==> config.mk <==
export PLATFORM = sky130hd
export DESIGN_NAME = shift_deser_flat
export DESIGN_NICKNAME = d
export VERILOG_FILES = /design/src/rtl/shift_pkg.sv /design/src/rtl/shift_deser_if.sv /design/src/rtl/shift_fifo.sv /design/src/rtl/shift_deser.sv /design/src/flat_wrapper.sv
export SDC_FILE = /design/constraint.sdc
export NUM_CORES = 1
export LEC_CHECK = 0
export ABC_AREA = 1
export CORE_AREA = 3 3 89 99
export DETAILED_ROUTE_END_ITERATION = 10
export DIE_AREA = 0 0 92 102
export GPL_TIMING_DRIVEN = 0
export PLACE_DENSITY = 0.51
export SLEW_MARGIN = 20
export SYNTH_ARGS = -nofsm -noshare
export SYNTH_HDL_FRONTEND = slang
export SYNTH_SLANG_ARGS = --single-unit
==> constraint.sdc <==
create_clock -name clk -period 3.6 [get_ports clk]
set_input_delay 1.08 -clock clk [delete_from_list [all_inputs] [get_ports clk]]
set_output_delay 1.08 -clock clk [all_outputs]
set_load 0.01 [all_outputs]
==> src/rtl/shift_pkg.sv <==
// Shared constants and types for the shift / shift_deser pair.
// Holds the default word width and the receiver FSM state encoding.
package shift_pkg;

  localparam int DEF_BITS  = 8;
  localparam int DEF_DEPTH = 4;

  typedef enum logic {
    SYNC = 1'b0,
    HUNT = 1'b1
  } deser_state_t;

endpackage

==> src/rtl/shift_deser_if.sv <==
// Valid/ready word port of the serial receiver.
// master: drives out_data/out_valid; slave: drives out_ready.
interface shift_deser_if #(
  parameter int BITS = 8
) ();

  logic [BITS-1:0] out_data;
  logic            out_valid;
  logic            out_ready;

  modport master (
    output out_data,
    output out_valid,
    input  out_ready
  );

  modport slave (
    input  out_data,
    input  out_valid,
    output out_ready
  );

endinterface

==> src/rtl/shift_fifo.sv <==
// Circular word FIFO; pointers carry one extra wrap bit.
// Ports: push_i/data_i, pop_i, full_o, empty_o, level_o, head_o.
module shift_fifo
  import shift_pkg::*;
#(
  parameter int BITS  = DEF_BITS,
  parameter int DEPTH = DEF_DEPTH
) (
  input  logic                     clk,
  input  logic                     rst,
  input  logic                     push_i,
  input  logic [BITS-1:0]          data_i,
  input  logic                     pop_i,
  output logic                     full_o,
  output logic                     empty_o,
  output logic [$clog2(DEPTH):0]   level_o,
  output logic [BITS-1:0]          head_o
);

  localparam int AW = $clog2(DEPTH);

  logic [AW:0]     wr_q, wr_d;
  logic [AW:0]     rd_q, rd_d;
  logic [BITS-1:0] mem_q [DEPTH];
  logic            do_push;
  logic            do_pop;

  assign empty_o = (wr_q == rd_q);
  assign full_o  = (wr_q[AW] != rd_q[AW]) &&
                   (wr_q[AW-1:0] == rd_q[AW-1:0]);
  assign level_o = wr_q - rd_q;

  // Read out zero while empty so a drained FIFO looks like reset.
  assign head_o = empty_o ? '0 : mem_q[rd_q[AW-1:0]];

  assign do_pop  = pop_i && !empty_o;
  // A same-cycle pop frees the slot a full FIFO needs.
  assign do_push = push_i && (!full_o || do_pop);

  always_comb begin
    wr_d = wr_q;
    rd_d = rd_q;
    if (do_push) wr_d = wr_q + 1'b1;
    if (do_pop)  rd_d = rd_q + 1'b1;
  end

  always_ff @(posedge clk) begin
    if (rst) begin
      wr_q <= '0;
      rd_q <= '0;
    end else begin
      wr_q <= wr_d;
      rd_q <= rd_d;
    end
  end

  always_ff @(posedge clk) begin
    if (do_push) mem_q[wr_q[AW-1:0]] <= data_i;
  end

endmodule

==> src/rtl/shift_deser.sv <==
// Serial-to-parallel receiver with eos framing check and word FIFO.
// Ports: sdi/sdi_valid/eos in, out_if word port, level, sticky errors.
module shift_deser
  import shift_pkg::*;
#(
  parameter int BITS  = DEF_BITS,
  parameter int DEPTH = DEF_DEPTH
) (
  input  logic                   clk,
  input  logic                   rst,
  input  logic                   sdi,
  input  logic                   sdi_valid,
  input  logic                   eos,
  shift_deser_if.master          out_if,
  output logic [$clog2(DEPTH):0] level,
  output logic                   frame_err,
  output logic                   ovf_err,
  input  logic                   err_clr
);

  localparam int CW = (BITS > 1) ? $clog2(BITS) : 1;
  localparam logic [CW-1:0] LAST = CW'(BITS - 1);

  deser_state_t  state_q, state_d;
  logic [CW-1:0] cnt_q, cnt_d;
  // Only the older BITS-1 bits are kept; the live bit completes the word.
  logic [BITS-2:0] sr_q, sr_d;
  logic            fe_q, fe_d;
  logic            ovf_q, ovf_d;

  logic [BITS-1:0] word;
  logic            push;
  logic            fe_set;
  logic            ovf_set;
  logic            pop;
  logic            full;
  logic            empty;

  assign word = {sr_q, sdi};

  always_comb begin
    state_d = state_q;
    cnt_d   = cnt_q;
    sr_d    = sr_q;
    push    = 1'b0;
    fe_set  = 1'b0;
    if (sdi_valid) begin
      unique case (state_q)
        SYNC: begin
          sr_d = word[BITS-2:0];
          if (eos) begin
            cnt_d = '0;
            if (cnt_q == LAST) push = 1'b1;
            else               fe_set = 1'b1;
          end else if (cnt_q == LAST) begin
            cnt_d   = '0;
            fe_set  = 1'b1;
            state_d = HUNT;
          end else begin
            cnt_d = cnt_q + 1'b1;
          end
        end
        HUNT: begin
          if (eos) begin
            state_d = SYNC;
            cnt_d   = '0;
          end
        end
        default: ;
      endcase
    end
  end

  assign pop     = out_if.out_valid && out_if.out_ready;
  assign ovf_set = push && full && !pop;

  // Clear loses to a fresh error in the same cycle.
  assign fe_d  = (fe_q  && !err_clr) || fe_set;
  assign ovf_d = (ovf_q && !err_clr) || ovf_set;

  always_ff @(posedge clk) begin
    if (rst) begin
      state_q <= SYNC;
      cnt_q   <= '0;
      sr_q    <= '0;
      fe_q    <= 1'b0;
      ovf_q   <= 1'b0;
    end else begin
      state_q <= state_d;
      cnt_q   <= cnt_d;
      sr_q    <= sr_d;
      fe_q    <= fe_d;
      ovf_q   <= ovf_d;
    end
  end

  shift_fifo #(
    .BITS  (BITS),
    .DEPTH (DEPTH)
  ) u_fifo (
    .clk     (clk),
    .rst     (rst),
    .push_i  (push),
    .data_i  (word),
    .pop_i   (pop),
    .full_o  (full),
    .empty_o (empty),
    .level_o (level),
    .head_o  (out_if.out_data)
  );

  assign out_if.out_valid = !empty;
  assign frame_err        = fe_q;
  assign ovf_err          = ovf_q;

endmodule

==> src/flat_wrapper.sv <==
// flat-port wrapper written by rule: the top's interface ports become plain ports
module shift_deser_flat import shift_pkg::*;
#(
  parameter int BITS  = DEF_BITS,
  parameter int DEPTH = DEF_DEPTH
)
  (clk, rst, sdi, sdi_valid, eos, level, frame_err, ovf_err, err_clr, out_if_out_data, out_if_out_valid, out_if_out_ready);
  shift_deser_if #(.BITS(BITS)) out_if_i ();
  input  logic clk;
  input  logic rst;
  input  logic sdi;
  input  logic sdi_valid;
  input  logic eos;
  output logic [$clog2(DEPTH):0] level;
  output logic frame_err;
  output logic ovf_err;
  input  logic err_clr;
  output wire logic [$bits(out_if_i.out_data)-1:0] out_if_out_data;
  output wire logic [$bits(out_if_i.out_valid)-1:0] out_if_out_valid;
  input wire logic [$bits(out_if_i.out_ready)-1:0] out_if_out_ready;
  assign out_if_out_data = out_if_i.out_data;
  assign out_if_out_valid = out_if_i.out_valid;
  assign out_if_i.out_ready = out_if_out_ready;
  shift_deser #(.BITS(BITS), .DEPTH(DEPTH)) u_core (.clk(clk), .rst(rst), .sdi(sdi), .sdi_valid(sdi_valid), .eos(eos), .out_if(out_if_i), .level(level), .frame_err(frame_err), .ovf_err(ovf_err), .err_clr(err_clr));
endmodule
==> flow_summary_export.csv <==
group,metric,value,unit
sta,slew_viol_final,0,
final_layout,instances_no_fill,364,
worst_setup_path,crit_path_frequent_cell,"inv_1",
clock_tree,numClockSinks,53,
pwr,vdd_drop_max,211,uV
sta,setup_tns,0,ns
worst_setup_path,cp_max_fo,8,
pwr,switching_share,0.205,
pwr,power_density,396,nW/um2
worst_setup_path,slowest_stage,"clkdlybuf4s50_1",
synth,yosysMostFrequentCell,"nor2_1",
hold_path,whs_endpoint,"u_core.cnt_q[2]",
placement,gp_congestion,0.730,
worst_setup_path,path_cells,"inv_1 -> ha_1 -> nand2_1 -> inv_1 -> nand3_4 -> inv_2 -> a21oi_1 -> clkdlybuf4s50_1",
synth,yosys-top-cells-count,"nor2_1, edfxtp_1, dfxtp_1",
worst_setup_path,r2r-start,"u_core.u_fifo.wr_q[0]",
synth,ys_seq_area_frac,0.591,
placement,dp_hpwl,3.08,mm
global_routing,grt.total_usage,0.104,
synth,ys_seq_elements,53,
sta,fin_crit_sh,0.941,
final_layout,fin_util,0.350,
synth,synth-edff-count,32,
pwr,clockPowerShare,0.371,
drt,wl,4.50,mm
floorplan,start_util,0.295,
clock_tree,cts_buffers,5,
worst_setup_path,crit_arrival,2.31,ns
global_routing,grt_pass1_vias,1511,
worst_setup_path,end_kind,"primary output",
global_routing,grt_pass1_wl,7.52,mm
final_layout,nFillCells,813,
floorplan,die_height,102,um
clock_tree,ctsRootBufferMaster,"clkbuf_8",
drt,vias,1546,
floorplan,row_count,34,
clock_tree,cts_buffer_depth,2,
clock_tree,htree_levels,2,
final_layout,area_growth,18.7,%
pwr,p_int,0.000873,W
sta,setup_viol,0,
drt,wl_per_cell,12.3,um
clock_tree,cts_resized,0,
drt,ant_nets,0,
floorplan,io_pins,21,
synth,syn_inst,229,
worst_setup_path,reg2reg_slack,1.41,ns
floorplan,die_area,9380,um2
synth,syn_area_per_cell,10.2,um2
worst_setup_path,cp_top_family,"buffers and inverters",
synth,synthTopCellsByArea,"edfxtp_1, dfxtp_1, nor2_1, ha_1, o21ai_0",
sta,grt_setup_unrepaired,"no",
hold_path,holdCritPathClass,"reg -> reg",
placement,io_buffers,19,
pwr,pwr-share-seq,0.599,
status,status,"completed",
sta,skew,0.0110,ns
synth,synth_cell_types,26,
worst_setup_path,cp.required,2.52,ns
clock_tree,insertion_delay,0.30,ns
clock_tree,clk_pin_slew,0.09,ns
synth,synth_area,2340,um2
clock_tree,cts_tree,"done",
worst_setup_path,r2r_cells,7,
global_routing,grt_max_degree,17,
drt,avgViaCountPerCell,4.25,
drt,drcViolationCount,0,
synth,ys.flop_type,"edfxtp_1",
pwr,p_leak,1.06,nW
sta,fin_crit,3.39,ns
placement,dp_cells,356,
drt,first_pass_iters,4,
pwr,p_comb_frac,0.031,
worst_setup_path,start_kind,"register",
sta,tightestPinTransition,0.825,ns
hold_path,hold_start,"u_core.cnt_q[2]",
worst_setup_path,r2r_end,"u_core.u_fifo.mem_q[3][4]",
worst_setup_path,crit_buf_inv,4,
worst_setup_path,critPathMaxStageDelay,0.56,ns
job,drv_cap,0,
sta,fmax,0.295,GHz
global_routing,antenna_found_initial,0,
clock_tree,postCtsHoldBufs,0,
final_layout,drive_above_1_share,0.109,
pwr,switchingPower,0.000225,W
global_routing,grt_overflow,0,
clock_tree,post_cts_buffers,0,
floorplan,coreArea,7910,um2
hold_path,whs_path_depth,2,
synth,synth_top_area_frac,0.411,
synth,yosys.area.top_type,"edfxtp_1",
sta,finalHoldViolations,0,
final_layout,finalNetCount,274,
floorplan,die_w,92,um
synth,yosysWarnings,0,
synth,synth_nets,248,
final_layout,antenna_cells,0,
sta,timing.slew.headroom,0.448,
worst_setup_path,path_class,"reg -> out",
synth,async_reset_ff_frac,0,
drt,first_iter_violations,57,
## cells in the final DEF, fill, tap and decap left out, drive strengths merged, types with 3 or more instances in the layout
cell and instances:
a21oi 17, nand2 21, inv 23, clkdlybuf4s50 19, xor2 3, edfxtp 32, clkbuf 7, ha 11
o21ai 25, nor2 58, dfxtp 21, nand3 9, buf 5
## flip-flops by register name, summed over array words and instances (netlist names), named ones only
register	count
u_core.u_fifo.mem_q	32
u_core.ovf_err	1
u_core.frame_err	1
u_core.state_q	1
u_core.u_fifo.rd_q	3
u_core.cnt_q	3
u_core.u_fifo.wr_q	3
u_core.sr_q	7
## power by group through the flow
stage	sequential (W)	clock [W]	combinational [W]
final	0.000657	0.000407	0.0000336
after global placement	0.000671	0	0.0000337
after global routing	0.000659	0.000441	0.0000392
after detailed placement	0.000671	0	0.0000339
after floorplan	0.000668	0	0.0000199
after CTS	0.000657	0.000415	0.0000342
## layer usage
metal / GRT usage / routed length, um / share of wire / vias up
met3: 0.0272 / 174 / 0.039 / 5
met1: 0.136 / 2220 / 0.49 / 705
met4: 0.0366 / 68 / 0.015 / 0
met2: 0.169 / 2040 / 0.45 / 28
li1: - / - / - / 808
met5: 0 / 0 / 0 / -
## worst max path at each step
stage / startpoint / endpoint / slack, ns / cells after the start
final: u_core.u_fifo.wr_q[0] / out_if_out_data[4] / 0.21 / 8
after global routing: u_core.u_fifo.wr_q[0] / out_if_out_data[4] / 0.03 / 8
after CTS: u_core.u_fifo.wr_q[0] / out_if_out_data[4] / 0.17 / 8
after detailed placement: eos / u_core.u_fifo.mem_q[1][6] / 0.41 / 6
after global placement: eos / u_core.u_fifo.mem_q[1][6] / 0.43 / 6
after floorplan: u_core.u_fifo.wr_q[0] / out_if_out_data[0] / 1.19 / 7
## cell type report
cell class	instances	area [um2]	share of cell area
Multi-Input combinational cell	147	818	0.295
Timing Repair Buffer	19	190	0.0686
Sequential cell	53	1380	0.498
Inverter	23	88.8	0.0320
Tap cell	108	135	0.0487
Clock buffer	6	72.6	0.0262
Buffer	6	47.5	0.0171
Clock inverter	2	38.8	0.0140
## tightest hold or removal path, stage by stage, from the launching register on
cell,delay (ns)
dfxtp_1,0.32
nand2_1,0.06
a21oi_1,0.05
## metrics by stage
stage          power [W]  worst slack, ns  hold slack [ns]  instance area (um2)
4_1_cts          0.00111            0.174            0.474                 2770
3_3_place_gp    0.000705            0.433            0.455                 2660
2_1_floorplan   0.000688             1.19            0.441                 2340
5_1_grt          0.00114           0.0302            0.493                 2770
6_report         0.00110            0.212            0.472                 2770
3_5_place_dp    0.000705            0.411            0.462                 2660
## cell families after synthesis
family	share of synthesized area
xor+xnor	0.0113
buf+inv	0.0584
simple gates	0.176
compound gates	0.0953
flops	0.591
fa+ha+maj	0.0675
No activity file was read; power rests on OpenSTA's default activity.
